File: config.mk
export PLATFORM = sky130hd
export DESIGN_NAME = bp_fe_bht_ctrl_flat
export DESIGN_NICKNAME = d
export VERILOG_FILES = /design/src/rtl/bp_fe_pkg.sv /design/src/rtl/bp_fe_bht_ctrl_if.sv /design/src/rtl/bp_fe_bht_upd_fifo.sv /design/src/rtl/bp_fe_bht_ctrl.sv /design/src/flat_wrapper.sv
export SDC_FILE = /design/constraint.sdc
export NUM_CORES = 1
export LEC_CHECK = 0
export BUFFER_PORTS_ARGS = -buffer_cell sky130_fd_sc_hd__buf_2
export CAP_MARGIN = 20
export CELL_PAD_IN_SITES_DETAIL_PLACEMENT = 2
export CELL_PAD_IN_SITES_GLOBAL_PLACEMENT = 2
export CORE_MARGIN = 2
export CORE_UTILIZATION = 35
export CTS_CLUSTER_SIZE = 8
export DETAILED_ROUTE_END_ITERATION = 10
export GPL_TIMING_DRIVEN = 0
export PLACE_DENSITY_LB_ADDON = 0.08
export SETUP_SLACK_MARGIN = 0.1
export SLEW_MARGIN = 10
export SYNTH_ARGS = -nofsm -noshare
export SYNTH_HDL_FRONTEND = slang
export SYNTH_SLANG_ARGS = --single-unit
export TNS_END_PERCENT = 50
File: constraint.sdc
create_clock -name clk_i -period 2.6 [get_ports clk_i]
set_input_delay 0.26 -clock clk_i [delete_from_list [all_inputs] [get_ports clk_i]]
set_output_delay 0.26 -clock clk_i [all_outputs]
set_load 0.03 [all_outputs]
File: src/rtl/bp_fe_pkg.sv
// Front-end shared types for the BHT sequencing controller.
// Contents: controller state enum and the update-payload struct macro.
// The payload struct width depends on the BHT index width. A package cannot take
// parameters, so the struct is declared through a macro at the point of use.

`ifndef BP_FE_DECLARE_BHT_UPD_S
`define BP_FE_DECLARE_BHT_UPD_S(idx_width_mp) \
    typedef struct packed { \
        logic [idx_width_mp-1:0] idx; \
        logic                    correct; \
    } bp_fe_bht_upd_s
`endif

package bp_fe_pkg;

    typedef enum logic [0:0] {
        e_bht_init  = 1'b0,
        e_bht_ready = 1'b1
    } bp_fe_bht_ctrl_state_e;

endpackage

File: src/rtl/bp_fe_bht_ctrl_if.sv
// Bundle of the BHT controller's update, lookup and write-port signals.
// Suffixes are from the controller's point of view. The slave modport is the controller.
// The master modport is the backend, fetch and predictor side.
//   update : upd_v_i, upd_idx_i, upd_correct_i -> upd_ready_o
//   lookup : r_v_i, r_idx_i -> r_ready_o
//   control: reinit_i -> init_done_o
//   write  : w_v_o, w_idx_o, w_correct_o, w_init_o

interface bp_fe_bht_ctrl_if #(
    parameter int unsigned bht_idx_width_p = 3
);
    logic                       upd_v_i;
    logic [bht_idx_width_p-1:0] upd_idx_i;
    logic                       upd_correct_i;
    logic                       upd_ready_o;

    logic                       r_v_i;
    logic [bht_idx_width_p-1:0] r_idx_i;
    logic                       r_ready_o;

    logic                       reinit_i;
    logic                       init_done_o;

    logic                       w_v_o;
    logic [bht_idx_width_p-1:0] w_idx_o;
    logic                       w_correct_o;
    logic                       w_init_o;

    modport slave (
        input  upd_v_i, upd_idx_i, upd_correct_i, r_v_i, r_idx_i, reinit_i,
        output upd_ready_o, r_ready_o, init_done_o, w_v_o, w_idx_o, w_correct_o, w_init_o
    );

    modport master (
        output upd_v_i, upd_idx_i, upd_correct_i, r_v_i, r_idx_i, reinit_i,
        input  upd_ready_o, r_ready_o, init_done_o, w_v_o, w_idx_o, w_correct_o, w_init_o
    );
endinterface

File: src/rtl/bp_fe_bht_upd_fifo.sv
// Circular update buffer with valid/ready enqueue, valid/yumi dequeue and a sync clear.
// Ports: clk_i, reset_i (async, active-low), clr_i, v_i/data_i/ready_o (in),
//        v_o/data_o/yumi_i (out).

module bp_fe_bht_upd_fifo #(
    parameter int unsigned els_p   = 4,
    parameter int unsigned width_p = 4
) (
    input  logic               clk_i,
    input  logic               reset_i,
    input  logic               clr_i,
    input  logic               v_i,
    input  logic [width_p-1:0] data_i,
    output logic               ready_o,
    output logic               v_o,
    output logic [width_p-1:0] data_o,
    input  logic               yumi_i
);
    localparam int unsigned ptr_width_lp = $clog2(els_p);
    localparam int unsigned cnt_width_lp = ptr_width_lp + 1;

    // The extra MSB on each pointer is a wrap bit that separates full from empty.
    logic [cnt_width_lp-1:0] wptr_q, rptr_q;
    logic [width_p-1:0]      mem_q [els_p];
    logic                    empty, full, enq, deq;

    assign empty   = (wptr_q == rptr_q);
    assign full    = (wptr_q[ptr_width_lp] != rptr_q[ptr_width_lp])
                   & (wptr_q[ptr_width_lp-1:0] == rptr_q[ptr_width_lp-1:0]);
    assign ready_o = ~full;
    assign v_o     = ~empty;
    assign data_o  = mem_q[rptr_q[ptr_width_lp-1:0]];
    assign enq     = v_i & ~full;
    assign deq     = yumi_i & ~empty;

    // Pointer update; clear wins over any same-cycle enqueue or dequeue.
    always_ff @(posedge clk_i or negedge reset_i) begin
        if (!reset_i) begin
            wptr_q <= '0;
            rptr_q <= '0;
        end else if (clr_i) begin
            wptr_q <= '0;
            rptr_q <= '0;
        end else begin
            if (enq) wptr_q <= wptr_q + cnt_width_lp'(1);
            if (deq) rptr_q <= rptr_q + cnt_width_lp'(1);
        end
    end

    // Storage array.
    always_ff @(posedge clk_i) begin
        if (enq & ~clr_i) mem_q[wptr_q[ptr_width_lp-1:0]] <= data_i;
    end
endmodule

File: src/rtl/bp_fe_bht_ctrl.sv
// BHT sequencing controller. It initialises every BHT entry, then drains the
// buffered branch-resolution updates to the BHT write port. Each drain is deferred
// while a fetch read targets the same index, up to a bounded number of cycles.
// Ports: clk_i, reset_i (async, active-low), bus (bp_fe_bht_ctrl_if.slave).
// Write-port outputs and ready/done flags are combinational from state, FIFO head and read inputs.

module bp_fe_bht_ctrl
    import bp_fe_pkg::*;
#(
    parameter int unsigned bht_idx_width_p = 3,
    parameter int unsigned fifo_els_p      = 4,
    parameter int unsigned max_stall_p     = 2
) (
    input  logic            clk_i,
    input  logic            reset_i,
    bp_fe_bht_ctrl_if.slave bus
);
    localparam int unsigned stall_width_lp = $clog2(max_stall_p + 1);
    localparam int unsigned upd_width_lp   = bht_idx_width_p + 1;

    `BP_FE_DECLARE_BHT_UPD_S(bht_idx_width_p);

    bp_fe_bht_ctrl_state_e        state_q, state_n;
    logic [bht_idx_width_p-1:0]   init_cnt_q, init_cnt_n;
    logic [stall_width_lp-1:0]    stall_cnt_q, stall_cnt_n;

    bp_fe_bht_upd_s               upd_in, head;
    logic                         fifo_ready, fifo_v, fifo_enq, deq;
    logic                         hazard;
    logic                         w_v, w_correct, w_init, r_ready;
    logic [bht_idx_width_p-1:0]   w_idx;

    assign upd_in.idx      = bus.upd_idx_i;
    assign upd_in.correct  = bus.upd_correct_i;
    assign bus.upd_ready_o = fifo_ready & ~bus.reinit_i & reset_i;
    assign fifo_enq        = bus.upd_v_i & bus.upd_ready_o;

    bp_fe_bht_upd_fifo #(
        .els_p   (fifo_els_p),
        .width_p (upd_width_lp)
    ) upd_fifo (
        .clk_i   (clk_i),
        .reset_i (reset_i),
        .clr_i   (bus.reinit_i),
        .v_i     (fifo_enq),
        .data_i  (upd_in),
        .ready_o (fifo_ready),
        .v_o     (fifo_v),
        .data_o  (head),
        .yumi_i  (deq)
    );

    assign hazard = bus.r_v_i & (bus.r_idx_i == head.idx);

    // State, init counter and stall counter registers.
    always_ff @(posedge clk_i or negedge reset_i) begin
        if (!reset_i) begin
            state_q     <= e_bht_init;
            init_cnt_q  <= '0;
            stall_cnt_q <= '0;
        end else begin
            state_q     <= state_n;
            init_cnt_q  <= init_cnt_n;
            stall_cnt_q <= stall_cnt_n;
        end
    end

    // Next state and write-port selection.
    always_comb begin
        state_n     = state_q;
        init_cnt_n  = init_cnt_q;
        stall_cnt_n = stall_cnt_q;
        w_v         = 1'b0;
        w_idx       = '0;
        w_correct   = 1'b0;
        w_init      = 1'b0;
        r_ready     = 1'b0;
        deq         = 1'b0;

        case (state_q)
            e_bht_init: begin
                w_v        = 1'b1;
                w_init     = 1'b1;
                w_idx      = init_cnt_q;
                init_cnt_n = init_cnt_q + bht_idx_width_p'(1);
                if (init_cnt_q == {bht_idx_width_p{1'b1}}) state_n = e_bht_ready;
            end
            e_bht_ready: begin
                r_ready = 1'b1;
                if (fifo_v) begin
                    // Defer on a same-index read, but never beyond max_stall_p cycles.
                    if (~hazard | (stall_cnt_q == stall_width_lp'(max_stall_p))) begin
                        w_v         = 1'b1;
                        w_idx       = head.idx;
                        w_correct   = head.correct;
                        deq         = 1'b1;
                        stall_cnt_n = '0;
                    end else begin
                        stall_cnt_n = stall_cnt_q + stall_width_lp'(1);
                    end
                end
            end
            default: state_n = e_bht_init;
        endcase

        // Reinit suppresses this cycle's write and restarts initialisation.
        if (bus.reinit_i) begin
            w_v         = 1'b0;
            deq         = 1'b0;
            state_n     = e_bht_init;
            init_cnt_n  = '0;
            stall_cnt_n = '0;
        end
    end

    // State already sits at INIT during reset; only the write strobe needs masking.
    assign bus.w_v_o       = w_v & reset_i;
    assign bus.w_idx_o     = w_idx;
    assign bus.w_correct_o = w_correct;
    assign bus.w_init_o    = w_init;
    assign bus.r_ready_o   = r_ready;
    assign bus.init_done_o = r_ready;
endmodule

File: src/flat_wrapper.sv
// flat-port wrapper written by rule: the top's interface ports become plain ports
module bp_fe_bht_ctrl_flat import bp_fe_pkg::*;
#(
    parameter int unsigned bht_idx_width_p = 3,
    parameter int unsigned fifo_els_p      = 4,
    parameter int unsigned max_stall_p     = 2
)
  (clk_i, reset_i, bus_upd_v_i, bus_upd_idx_i, bus_upd_correct_i, bus_r_v_i, bus_r_idx_i, bus_reinit_i, bus_upd_ready_o, bus_r_ready_o, bus_init_done_o, bus_w_v_o, bus_w_idx_o, bus_w_correct_o, bus_w_init_o);
  bp_fe_bht_ctrl_if #(.bht_idx_width_p(bht_idx_width_p)) bus_i ();
  input  logic clk_i;
  input  logic reset_i;
  input wire logic [$bits(bus_i.upd_v_i)-1:0] bus_upd_v_i;
  input wire logic [$bits(bus_i.upd_idx_i)-1:0] bus_upd_idx_i;
  input wire logic [$bits(bus_i.upd_correct_i)-1:0] bus_upd_correct_i;
  input wire logic [$bits(bus_i.r_v_i)-1:0] bus_r_v_i;
  input wire logic [$bits(bus_i.r_idx_i)-1:0] bus_r_idx_i;
  input wire logic [$bits(bus_i.reinit_i)-1:0] bus_reinit_i;
  output wire logic [$bits(bus_i.upd_ready_o)-1:0] bus_upd_ready_o;
  output wire logic [$bits(bus_i.r_ready_o)-1:0] bus_r_ready_o;
  output wire logic [$bits(bus_i.init_done_o)-1:0] bus_init_done_o;
  output wire logic [$bits(bus_i.w_v_o)-1:0] bus_w_v_o;
  output wire logic [$bits(bus_i.w_idx_o)-1:0] bus_w_idx_o;
  output wire logic [$bits(bus_i.w_correct_o)-1:0] bus_w_correct_o;
  output wire logic [$bits(bus_i.w_init_o)-1:0] bus_w_init_o;
  assign bus_i.upd_v_i = bus_upd_v_i;
  assign bus_i.upd_idx_i = bus_upd_idx_i;
  assign bus_i.upd_correct_i = bus_upd_correct_i;
  assign bus_i.r_v_i = bus_r_v_i;
  assign bus_i.r_idx_i = bus_r_idx_i;
  assign bus_i.reinit_i = bus_reinit_i;
  assign bus_upd_ready_o = bus_i.upd_ready_o;
  assign bus_r_ready_o = bus_i.r_ready_o;
  assign bus_init_done_o = bus_i.init_done_o;
  assign bus_w_v_o = bus_i.w_v_o;
  assign bus_w_idx_o = bus_i.w_idx_o;
  assign bus_w_correct_o = bus_i.w_correct_o;
  assign bus_w_init_o = bus_i.w_init_o;
  bp_fe_bht_ctrl #(.bht_idx_width_p(bht_idx_width_p), .fifo_els_p(fifo_els_p), .max_stall_p(max_stall_p)) u_core (.clk_i(clk_i), .reset_i(reset_i), .bus(bus_i));
endmodule
==> results.md, run 1 <==
- Status: finished, final reports clean
- Die Width: 67.7 µm
- Clock tree buffer depth: 2
- Placer Congestion: 0.695
- Startpoint Class: register
- Multi-input logic area: 587 µm²
- Yosys warns: 0
- Synth async-reset ratio: 42.9%
- Synth cell count leaders: 16 x edfxtp_1, 12 x dfrtp_1, 11 x nor2_1
- Nets: 163
- Relative slew slack: 61.3%
- # IOs: 21
- Final WL: 3460 µm
- Setup Viol. Count Final: 0
- Synth top area cells: edfxtp_1 34%, dfrtp_1 21%, ha_1 7.0%, mux4_2 6.3%, xnor2_1 3.7%
- Mean post-synth cell area: 13.2 µm²
- Insertion delay to the later sink of the worst-skew pair: 270 ps
- First-pass DRT Iterations: 3
- Synth area leader: edfxtp_1
- Final critical-path setup slack: 88.7 ps
- Row Count: 23
- Core area: 3940 µm²
- First-pass GRT wire length: 5310 µm
- Hold crit path type: primary input to register
- Critical path type: register to primary output
- Initial Util: 36.1%
- Avg WL per Cell: 18.0 µm
- Worst VDD drop: 0.000199 V
- Drt initial violations: 46
- Slew Viols, Final: 0
- Critical-path maximum fanout: 5
- Min cycle time layout: 2510 ps
- Cells after Synth: 108
- GRT overflow: 0
- PortBufs: 20
- Vias/cell: 4.90
- Power per Cell Area: 531 nW/µm²
- Final HPWL DP: 2630 µm
- Layout area overhead: 22.3%
- CTS Sinks: 28
- Worst Max-Slew Pin Slew: 580 ps
- Synth Flop Type: edfxtp_1
- Number of global-route vias before repair: 1,032
- H-tree levels: 1
- Num CTS Buffers: 3
- Die area: 4590 µm²
- CTS Root Cell: clkbuf_8
- TritonCTS clock tree: done
- #FFs+latches synth: 28
- Pleak: 0.723 nW
- # diodes: 0
- Hold Vio Cnt, Final: 0
- Share of layout cells above drive strength 1: 33.1%
- Final Cycle Share: 96.6%
- Seq/Total Area, Yosys: 54.9%
- Post-synth top area share: 33.8%
- Synth unique cells: 29
- DRC: 0
- Setup TNS: 0 ps
- FF+latch area: 781 µm²
- Routed Antenna Nets: 0
- Die H: 67.7 µm
- Syn Nets: 128
- Antenna violations before repair: 0
- # fillers: 404
- CP endpoint kind: primary output
- All-Layer GR Usage: 16.8%
- Clk_skew: 3.47 ps
- CTS clk-pin slew, worst paths: 100 ps
- Overall power: 0.923 mW
- Synthesized cell area: 1420 µm²
- EDFF count, synth: 16
- Worst path arrival time: 2250 ps
- CP required: 2340 ps
- Via count: 941
- MaxCap Viol Count: 0
- FMAX: 398 MHz
- RSZ-0062 raised after global routing: true
- Hold Worst Slack: 175 ps
- Pin count of the biggest net entering global routing: 17
- Worst slack, placed: 303 ps
- Most common cell in the netlist: edfxtp_1
final timing paths:
| path | start | endpoint | depth (start not counted) | slack [ps] |
|---|---|---|---|---|
| max in group asynchronous | reset_i | u_core.upd_fifo.rptr_q[1] | 2 | 1960 |
| min in group asynchronous | reset_i | u_core.upd_fifo.rptr_q[0] | 2 | 400 |
| hold / removal | bus_reinit_i | u_core.upd_fifo.rptr_q[2] | 2 | 180 |
| setup reg to reg | u_core.upd_fifo.rptr_q[0] | u_core.stall_cnt_q[0] | 7 | 300 |
| setup / recovery | u_core.upd_fifo.rptr_q[0] | bus_w_correct_o | 7 | 90 |
| hold reg to reg | u_core.stall_cnt_q[1] | u_core.stall_cnt_q[1] | 2 | 540 |
per-layer routing:
metal / part of all wire [%] / track usage, %
met1: 42 / 20.0
met2: 55 / 30.8
met3: 2.2 / 2.33
met4: 0.55 / 5.36
met5: 0 / 0
report_power, final:
group / internal (mW) / leakage, nW / switching [mW] / total [mW]
logic: 0.0371 / 0.379 / 0.0561 / 0.0932
registers: 0.478 / 0.309 / 0.00679 / 0.485
clock network: 0.206 / 0.0357 / 0.139 / 0.345
total: 0.722 / 0.723 / 0.202 / 0.923
worst max-delay path, cell delays in order, from the launching register on:
cell and delay [ps]:
dfrtp_1 380, buf_6 130, mux4_2 560, xnor2_2 180, buf_4 140, a41oi_2 230, and2_1 160, buf_2 190
flip-flops by register name, summed over array words and instances, names as in the netlist:
signal                  flops
u_core.stall_cnt_q          2
u_core.upd_fifo.wptr_q      3
u_core.upd_fifo.mem_q      16
u_core.init_cnt_q           3
u_core.state_q              1
u_core.upd_fifo.rptr_q      3
metrics by stage:
step	area, µm²	utilization [%]	std cells
floorplan	1420	-	108
global placement	1580	40.2	178
detailed placement	1580	40.2	178
CTS	1730	43.9	191
global route	1740	44.1	192
finish	1740	44.1	192
logic make-up after synthesis:
group,share of synthesized area [%]
AO/OA/AOI/OAI,6.87
XOR/XNOR,8.36
adder cells (fa/ha/maj),7.04
buffers and inverters,3.96
flip-flops,54.9
multiplexers,8.45
AND/OR/NAND/NOR,10.4
final cells by class:
type	count	area share [%]
Multi-Input combinational cell	68	33.8
Inverter	8	1.73
Buffer	4	1.51
Clock inverter	1	1.73
Clock buffer	3	2.38
Tap cell	50	3.60
Timing Repair Buffer	30	10.4
Sequential cell	28	44.9
repair_timing:
item / CTS / global route
resized for setup: 2 / 0
setup endpoints to repair: 5 / 5
endpoints found under the hold margin: 12 / 0
buffers inserted: 8 / 1
pin swaps: 3 / 2
cloned: 0 / 0
hold buffers: 1 / 0
cells in the final DEF (no fill, tap or decap), drive strengths merged, types with 2 or more instances in the layout:
cell,netlist,layout
xor2,2,2
nor2,11,11
nand4,3,3
buf,2,31
mux2i,3,3
ha,8,8
mux4,4,4
xnor2,9,9
edfxtp,16,16
o21ai,2,2
dfrtp,12,12
or3,2,2
nand3,2,2
a21oi,5,5
nand2,4,4
inv,8,8
and2,5,5
clkbuf,2,5
(Power assumes the default switching activity.)
==> inputs of run 2 (changes only) <==
--- a/config.mk
+++ b/config.mk
@@ -15,6 +15,7 @@
 export DETAILED_ROUTE_END_ITERATION = 10
 export GPL_TIMING_DRIVEN = 0
 export PLACE_DENSITY_LB_ADDON = 0.08
+export RECOVER_POWER = 50
 export SETUP_SLACK_MARGIN = 0.1
 export SLEW_MARGIN = 10
 export SYNTH_ARGS = -nofsm -noshare
==> run 2 against run 1 <==
Compared with the run above: final area is 0.43% lower; critical path depth unchanged; fmax barely moved; via count shrank 0.11%; critical path type unchanged; largest cell class unchanged.
==> results.md, run 2 (same netlist as run 1, synthesis figures left out) <==
- Status: finished, final reports clean (unchanged)
- DRC: 0 (unchanged)
- # IOs: 21 (unchanged)
- Met2 Usage GRT: 30.8% (unchanged)
- FMAX: 398 MHz (about the same)
- CP max stage delay: 560 ps (about the same)
- CTS clk-pin slew, worst paths: 100 ps (about the same)
- Relative slew slack: 61.3% (unchanged)
- First-pass GRT wire length: 5310 µm (unchanged)
- Avg WL per Cell: 18.0 µm (about the same)
- Critical hold path startpoint: bus_reinit_i (unchanged)
- Cell area after layout: 1730 µm² (was 1740 µm²)
- GR peak layer: met2 (unchanged)
- Reg-to-Reg Start: u_core.upd_fifo.rptr_q[0] (unchanged)
- Hold endpoint: u_core.upd_fifo.rptr_q[2] (unchanged)
- Met3 GRT Util: 2.33% (unchanged)
- CP max stage cell: mux4_2 (unchanged)
- Combinational share of power: 10.0% (was 10.1%)
- Hold crit path type: primary input to register (unchanged)
- GRT overflow: 0 (unchanged)
- PortBufs: 20 (unchanged)
- M1 GR Usage: 20.0% (unchanged)
- Die area: 4590 µm² (unchanged)
- First-pass DRT Iterations: 3 (unchanged)
- Most frequent cells in the layout: 16 x edfxtp_1, 13 x buf_2, 12 x dfrtp_1 (was 19 x buf_2, 16 x edfxtp_1, 12 x dfrtp_1)
- CTS Sinks: 28 (unchanged)
- Clk_skew: 3.36 ps (was 3.47 ps)
- Critical path type: register to primary output (unchanged)
- # diodes: 0 (unchanged)
- RR Endpoint: u_core.stall_cnt_q[0] (unchanged)
- Startpoint Class: register (unchanged)
- Drt initial violations: 43 (was 46)
- CP Cell Sequence: buf_6, mux4_2, xnor2_2, buf_4, a41oi_2, and2_1, buf_2 (unchanged)
- Number of global-route vias before repair: 1,032 (unchanged)
- Most common cell after layout, fill and taps aside: edfxtp_1 (was buf_2)
- Via count: 940 (was 941)
- Slew Viols, Final: 0 (unchanged)
- CP endpoint kind: primary output (unchanged)
- Worst Max-Slew Pin Slew: 580 ps (unchanged)
- CTS Root Cell: clkbuf_8 (unchanged)
- Core Util, Final: 43.9% (was 44.1%)
- Routed Antenna Nets: 0 (unchanged)
- Net Sw Frac: 21.9% (was 21.8%)
- Clock Power Share: 37.4% (about the same)
- CP required: 2340 ps (about the same)
- Min cycle time layout: 2510 ps (about the same)
- Power per Cell Area: 533 nW/µm² (was 531 nW/µm²)
- Pleak: 0.704 nW (was 0.723 nW)
- R2R depth: 7 (unchanged)
- TritonCTS clock tree: done (unchanged)
- Initial Util: 36.1% (unchanged)
- Setup Viol. Count Final: 0 (unchanged)
- H-tree levels: 1 (unchanged)
- Worst path arrival time: 2250 ps (about the same)
- Final HPWL DP: 2630 µm (unchanged)
- MaxCap Viol Count: 0 (unchanged)
- RSZ-0062 raised after global routing: true (unchanged)
- Number of flip-flops under the largest register name: 16 (unchanged)
- Psw: 0.202 mW (about the same)
- Share of layout cells above drive strength 1: 28.9% (was 33.1%)
- Final Cycle Share: 96.7% (was 96.6%)
- Core area: 3940 µm² (unchanged)
- Antenna violations before repair: 0 (unchanged)
- Final WL: 3460 µm (about the same)
- Pin count of the biggest net entering global routing: 17 (unchanged)
- DP Area: 1580 µm² (unchanged)
- R2R setup slack: 300 ps (about the same)
- Layout area overhead: 21.7% (was 22.3%)
- Clock tree buffer depth: 2 (unchanged)
- Setup TNS: 0 ps (unchanged)
- Reg power frac: 52.6% (was 52.5%)
- Insertion delay to the later sink of the worst-skew pair: 270 ps (about the same)
- Worst VDD drop: 0.000199 V (about the same)
- All-Layer GR Usage: 16.8% (unchanged)
- Num CTS Buffers: 3 (unchanged)
- Hold Crit Depth: 2 (unchanged)
- Vias/cell: 4.90 (about the same)
- Die H: 67.7 µm (unchanged)
- Placer Congestion: 0.695 (unchanged)
- Int Power: 0.721 mW (was 0.722 mW)
- Die Width: 67.7 µm (unchanged)
- Row Count: 23 (unchanged)
- Critical-path maximum fanout: 5 (unchanged)
- Nets: 163 (unchanged)
- Hold Vio Cnt, Final: 0 (unchanged)
## run 2: cell count changes in the layout (fill, tap and decap cells not counted)
cell | before | now
clkbuf_1 | 2 | 8
buf_2 | 19 | 13
## run 2: layout make-up
type,instances,area [µm²]
Clock inverter,1,30.0
Buffer,4,26.3
Tap cell,50,62.6
Clock buffer,3,41.3
Sequential cell,28,781
Multi-Input combinational cell,68,587
Inverter,8,30.0
Fill cell,407,2210
Timing Repair Buffer,30,173
## run 2: what timing repair did
action,CTS,global route
hold buffers,1,0
setup buffers,8,1
endpoints found under the setup margin,5,5
gates resized for setup,2,0
pin swaps,3,2
endpoints found under the hold margin,12,0
## run 2: critical path: cells and delay by family, from the launching register on
kind            cells  cell delay [ps]
mux                 1              560
flops               1              380
buf+inv             3              460
compound gates      1              230
simple gates        1              160
xor+xnor            1              180
## run 2: metrics by stage
step	total power [mW]	cells	hold WS, ps	worst slack [ps]
6_report	0.922	192	175	86.8
5_1_grt	0.954	192	182	24.9
4_1_cts	0.937	191	162	96.4
3_5_place_dp	0.582	178	172	303
3_3_place_gp	0.576	178	167	342
2_1_floorplan	0.546	108	-35.6	459
## run 2: per-layer routing
metal  vias up  share of wire [%]
met2         8                 55
met5         -                  0
met1       483                 42
met3         2                2.2
li1        447                  -
met4         0               0.55
## run 2: worst max-delay path by stage
stage	start	end	slack, ps
CTS	u_core.upd_fifo.rptr_q[0]	bus_w_idx_o[1]	100
global route	u_core.upd_fifo.rptr_q[0]	bus_w_correct_o	20
detailed placement	u_core.upd_fifo.rptr_q[0]	bus_w_correct_o	300
finish	u_core.upd_fifo.rptr_q[0]	bus_w_correct_o	90
floorplan	u_core.upd_fifo.rptr_q[0]	bus_w_v_o	460
global placement	u_core.upd_fifo.rptr_q[0]	bus_w_correct_o	340
## run 2: power groups by stage
stage | logic, mW | clock network [mW] | registers, mW
6_report | 0.0923 | 0.345 | 0.485
5_1_grt | 0.103 | 0.364 | 0.487
4_1_cts | 0.0936 | 0.358 | 0.486
3_5_place_dp | 0.0867 | 0 | 0.495
3_3_place_gp | 0.0815 | 0 | 0.494
2_1_floorplan | 0.0523 | 0 | 0.493
==> inputs of run 3 (changes only) <==
--- a/config.mk
+++ b/config.mk
@@ -11,7 +11,7 @@
 export CELL_PAD_IN_SITES_GLOBAL_PLACEMENT = 2
 export CORE_MARGIN = 2
 export CORE_UTILIZATION = 35
-export CTS_CLUSTER_SIZE = 8
+export CTS_CLUSTER_SIZE = 30
 export DETAILED_ROUTE_END_ITERATION = 10
 export GPL_TIMING_DRIVEN = 0
 export PLACE_DENSITY_LB_ADDON = 0.08
==> constraint.sdc (replaced) <==
create_clock -name clk_i -period 2.9 [get_ports clk_i]
set_input_delay 0.29 -clock clk_i [delete_from_list [all_inputs] [get_ports clk_i]]
set_output_delay 0.29 -clock clk_i [all_outputs]
set_load 0.03 [all_outputs]
==> run 3 against run 2 <==
Compared with the run above: clock power fell by 10%; register-to-register slack better by 410 ps; die area unchanged; final area shrank 4.2%; count of clock-buffer cells in the layout unchanged; clock skew hardly changed; sequential cell count unchanged; hold slack improved by 28 ps; worst setup slack better by 210 ps; routed wire length decreased by 3.8%; via count is 3.5% lower; total power fell by 11%; critical path type unchanged.
==> results.md, run 3 (same netlist as run 1, synthesis figures left out) <==
- Status: finished, final reports clean (unchanged)
- Startpoint Class: register (unchanged)
- RR Endpoint: u_core.stall_cnt_q[0] (unchanged)
- PortBufs: 20 (unchanged)
- CP endpoint kind: primary output (unchanged)
- GRT overflow: 0 (unchanged)
- Layout area overhead: 16.6% (was 21.7%)
- Most frequent cells in the layout: 16 x edfxtp_1, 14 x buf_2, 12 x dfrtp_1 (was 16 x edfxtp_1, 13 x buf_2, 12 x dfrtp_1)
- Insertion delay to the later sink of the worst-skew pair: 270 ps (about the same)
- Cell area after layout: 1660 µm² (was 1730 µm²)
- Worst path arrival time: 2310 ps (was 2250 ps)
- Hold Crit Depth: 2 (unchanged)
- Nets: 154 (was 163)
- Worst Max-Slew Pin Slew: 580 ps (about the same)
- CTS Root Cell: clkbuf_8 (unchanged)
- R2R depth: 6 (was 7)
- Via count: 907 (was 940)
- Reg-to-Reg Start: u_core.upd_fifo.rptr_q[0] (unchanged)
- Setup TNS: 0 ps (unchanged)
- Row Count: 23 (unchanged)
- Final Cycle Share: 89.7%
- Avg WL per Cell: 18.2 µm (was 18.0 µm)
- TritonCTS clock tree: done (unchanged)
- First-pass DRT Iterations: 4 (was 3)
- CP required: 2610 ps (was 2340 ps)
- Share of layout cells above drive strength 1: 23.3% (was 28.9%)
- All-Layer GR Usage: 16.3% (was 16.8%)
- Vias/cell: 4.96 (was 4.90)
- Critical hold path startpoint: bus_reinit_i (unchanged)
- Die area: 4590 µm² (unchanged)
- Hold Vio Cnt, Final: 0 (unchanged)
- Num CTS Buffers: 3 (unchanged)
- Hold crit path type: primary input to register (unchanged)
- Post-CTS Setup Bufs: 0 (was 8)
- Worst VDD drop: 0.000178 V (was 0.000199 V)
- CTS clk-pin slew, worst paths: 100 ps (about the same)
- DRC: 0 (unchanged)
- Pleak: 0.658 nW (was 0.704 nW)
- DRT met1 WL: 1410 µm (was 1470 µm)
- RSZ-0062 raised after global routing: false (was true)
- R2R setup slack: 710 ps (was 300 ps)
- Clock tree buffer depth: 2 (unchanged)
- Crit path from: u_core.upd_fifo.rptr_q[0] (unchanged)
- Critical-path maximum fanout: 6 (was 5)
- Number of global-route vias before repair: 991 (was 1,032)
- Placer Congestion: 0.695 (unchanged)
- Antenna violations before repair: 0 (unchanged)
- Routed Antenna Nets: 0 (unchanged)
- Slew Viols, Final: 0 (unchanged)
- Overall power: 0.820 mW (was 0.922 mW)
- Most common cell after layout, fill and taps aside: edfxtp_1 (unchanged)
- # diodes: 0 (unchanged)
- First-pass GRT wire length: 5180 µm (was 5310 µm)
- Final HPWL DP: 2630 µm (unchanged)
- Power per Cell Area: 495 nW/µm² (was 533 nW/µm²)
- MaxCap Viol Count: 0 (unchanged)
- Core Util, Final: 42.1% (was 43.9%)
- Number of flip-flops under the largest register name: 16 (unchanged)
- Relative slew slack: 61.3% (about the same)
- H-tree levels: 1 (unchanged)
- Cts hold-fix bufs: 1 (unchanged)
- Initial Util: 36.1% (unchanged)
- # IOs: 21 (unchanged)
- Setup Viol. Count Final: 0 (unchanged)
- Met3 WL: 91 µm (was 75 µm)
- Die Width: 67.7 µm (unchanged)
- Core area: 3940 µm² (unchanged)
- DP Area: 1580 µm² (unchanged)
- # fillers: 404 (was 407)
- Hold Worst Slack: 204 ps (was 175 ps)
- Min cycle time layout: 2600 ps
- Hold endpoint: u_core.upd_fifo.rptr_q[2] (unchanged)
- Clk_skew: 3.22 ps (was 3.36 ps)
- Pin count of the biggest net entering global routing: 17 (unchanged)
- Highest routed metal layer: met4 (unchanged)
- FMAX: 384 MHz
- Drt initial violations: 47 (was 43)
- Routed wl met2: 1810 µm (was 1900 µm)
- Final WL: 3330 µm (was 3460 µm)
- # resized after CTS: 0 (was 2)
- Die H: 67.7 µm (unchanged)
- CTS Sinks: 28 (unchanged)
- Critical path type: register to primary output (unchanged)
[run 3: final cells by class]
| type | count | area, µm² | area share, % |
|---|---|---|---|
| sequential | 28 | 781 | 47.1 |
| multi-input combinational | 68 | 584 | 35.2 |
| timing repair buffer | 21 | 103 | 6.19 |
| tap | 50 | 62.6 | 3.77 |
| clock buffer | 3 | 41.3 | 2.49 |
| clock inverter | 1 | 30.0 | 1.81 |
| inverter | 8 | 30.0 | 1.81 |
| buffer | 4 | 26.3 | 1.58 |
[run 3: metal layers]
layer  vias to the layer above  GRT usage (%)
li1                        431              -
met5                         -              0
met4                         0           5.36
met3                         2           2.33
met1                       464           19.7
met2                        10           29.5
[run 3: power breakdown]
part	switching, mW	leakage, nW	total, mW	internal, mW
logic	0.0489	0.313	0.0765	0.0276
registers	0.00611	0.309	0.435	0.429
clock network	0.124	0.0357	0.309	0.185
[run 3: critical path, stage by stage, from the launching register on]
cell	delay, ps
dfrtp_1	390
buf_6	160
mux4_2	580
xnor2_2	190
a41oi_2	360
and2_1	180
buf_2	190
[run 3: how the worst max path moves through the flow]
stage	endpoint	slack, ps	cells after the start
floorplan	bus_w_v_o	730	6
global placement	bus_w_correct_o	610	6
detailed placement	bus_w_correct_o	570	6
CTS	bus_w_correct_o	250	6
global route	bus_w_correct_o	170	6
finish	bus_w_correct_o	300	6
[run 3: through the flow]
step	std cells	setup WS, ps
global route	183	166
floorplan	108	729
CTS	183	246
global placement	178	612
detailed placement	178	573
finish	183	298
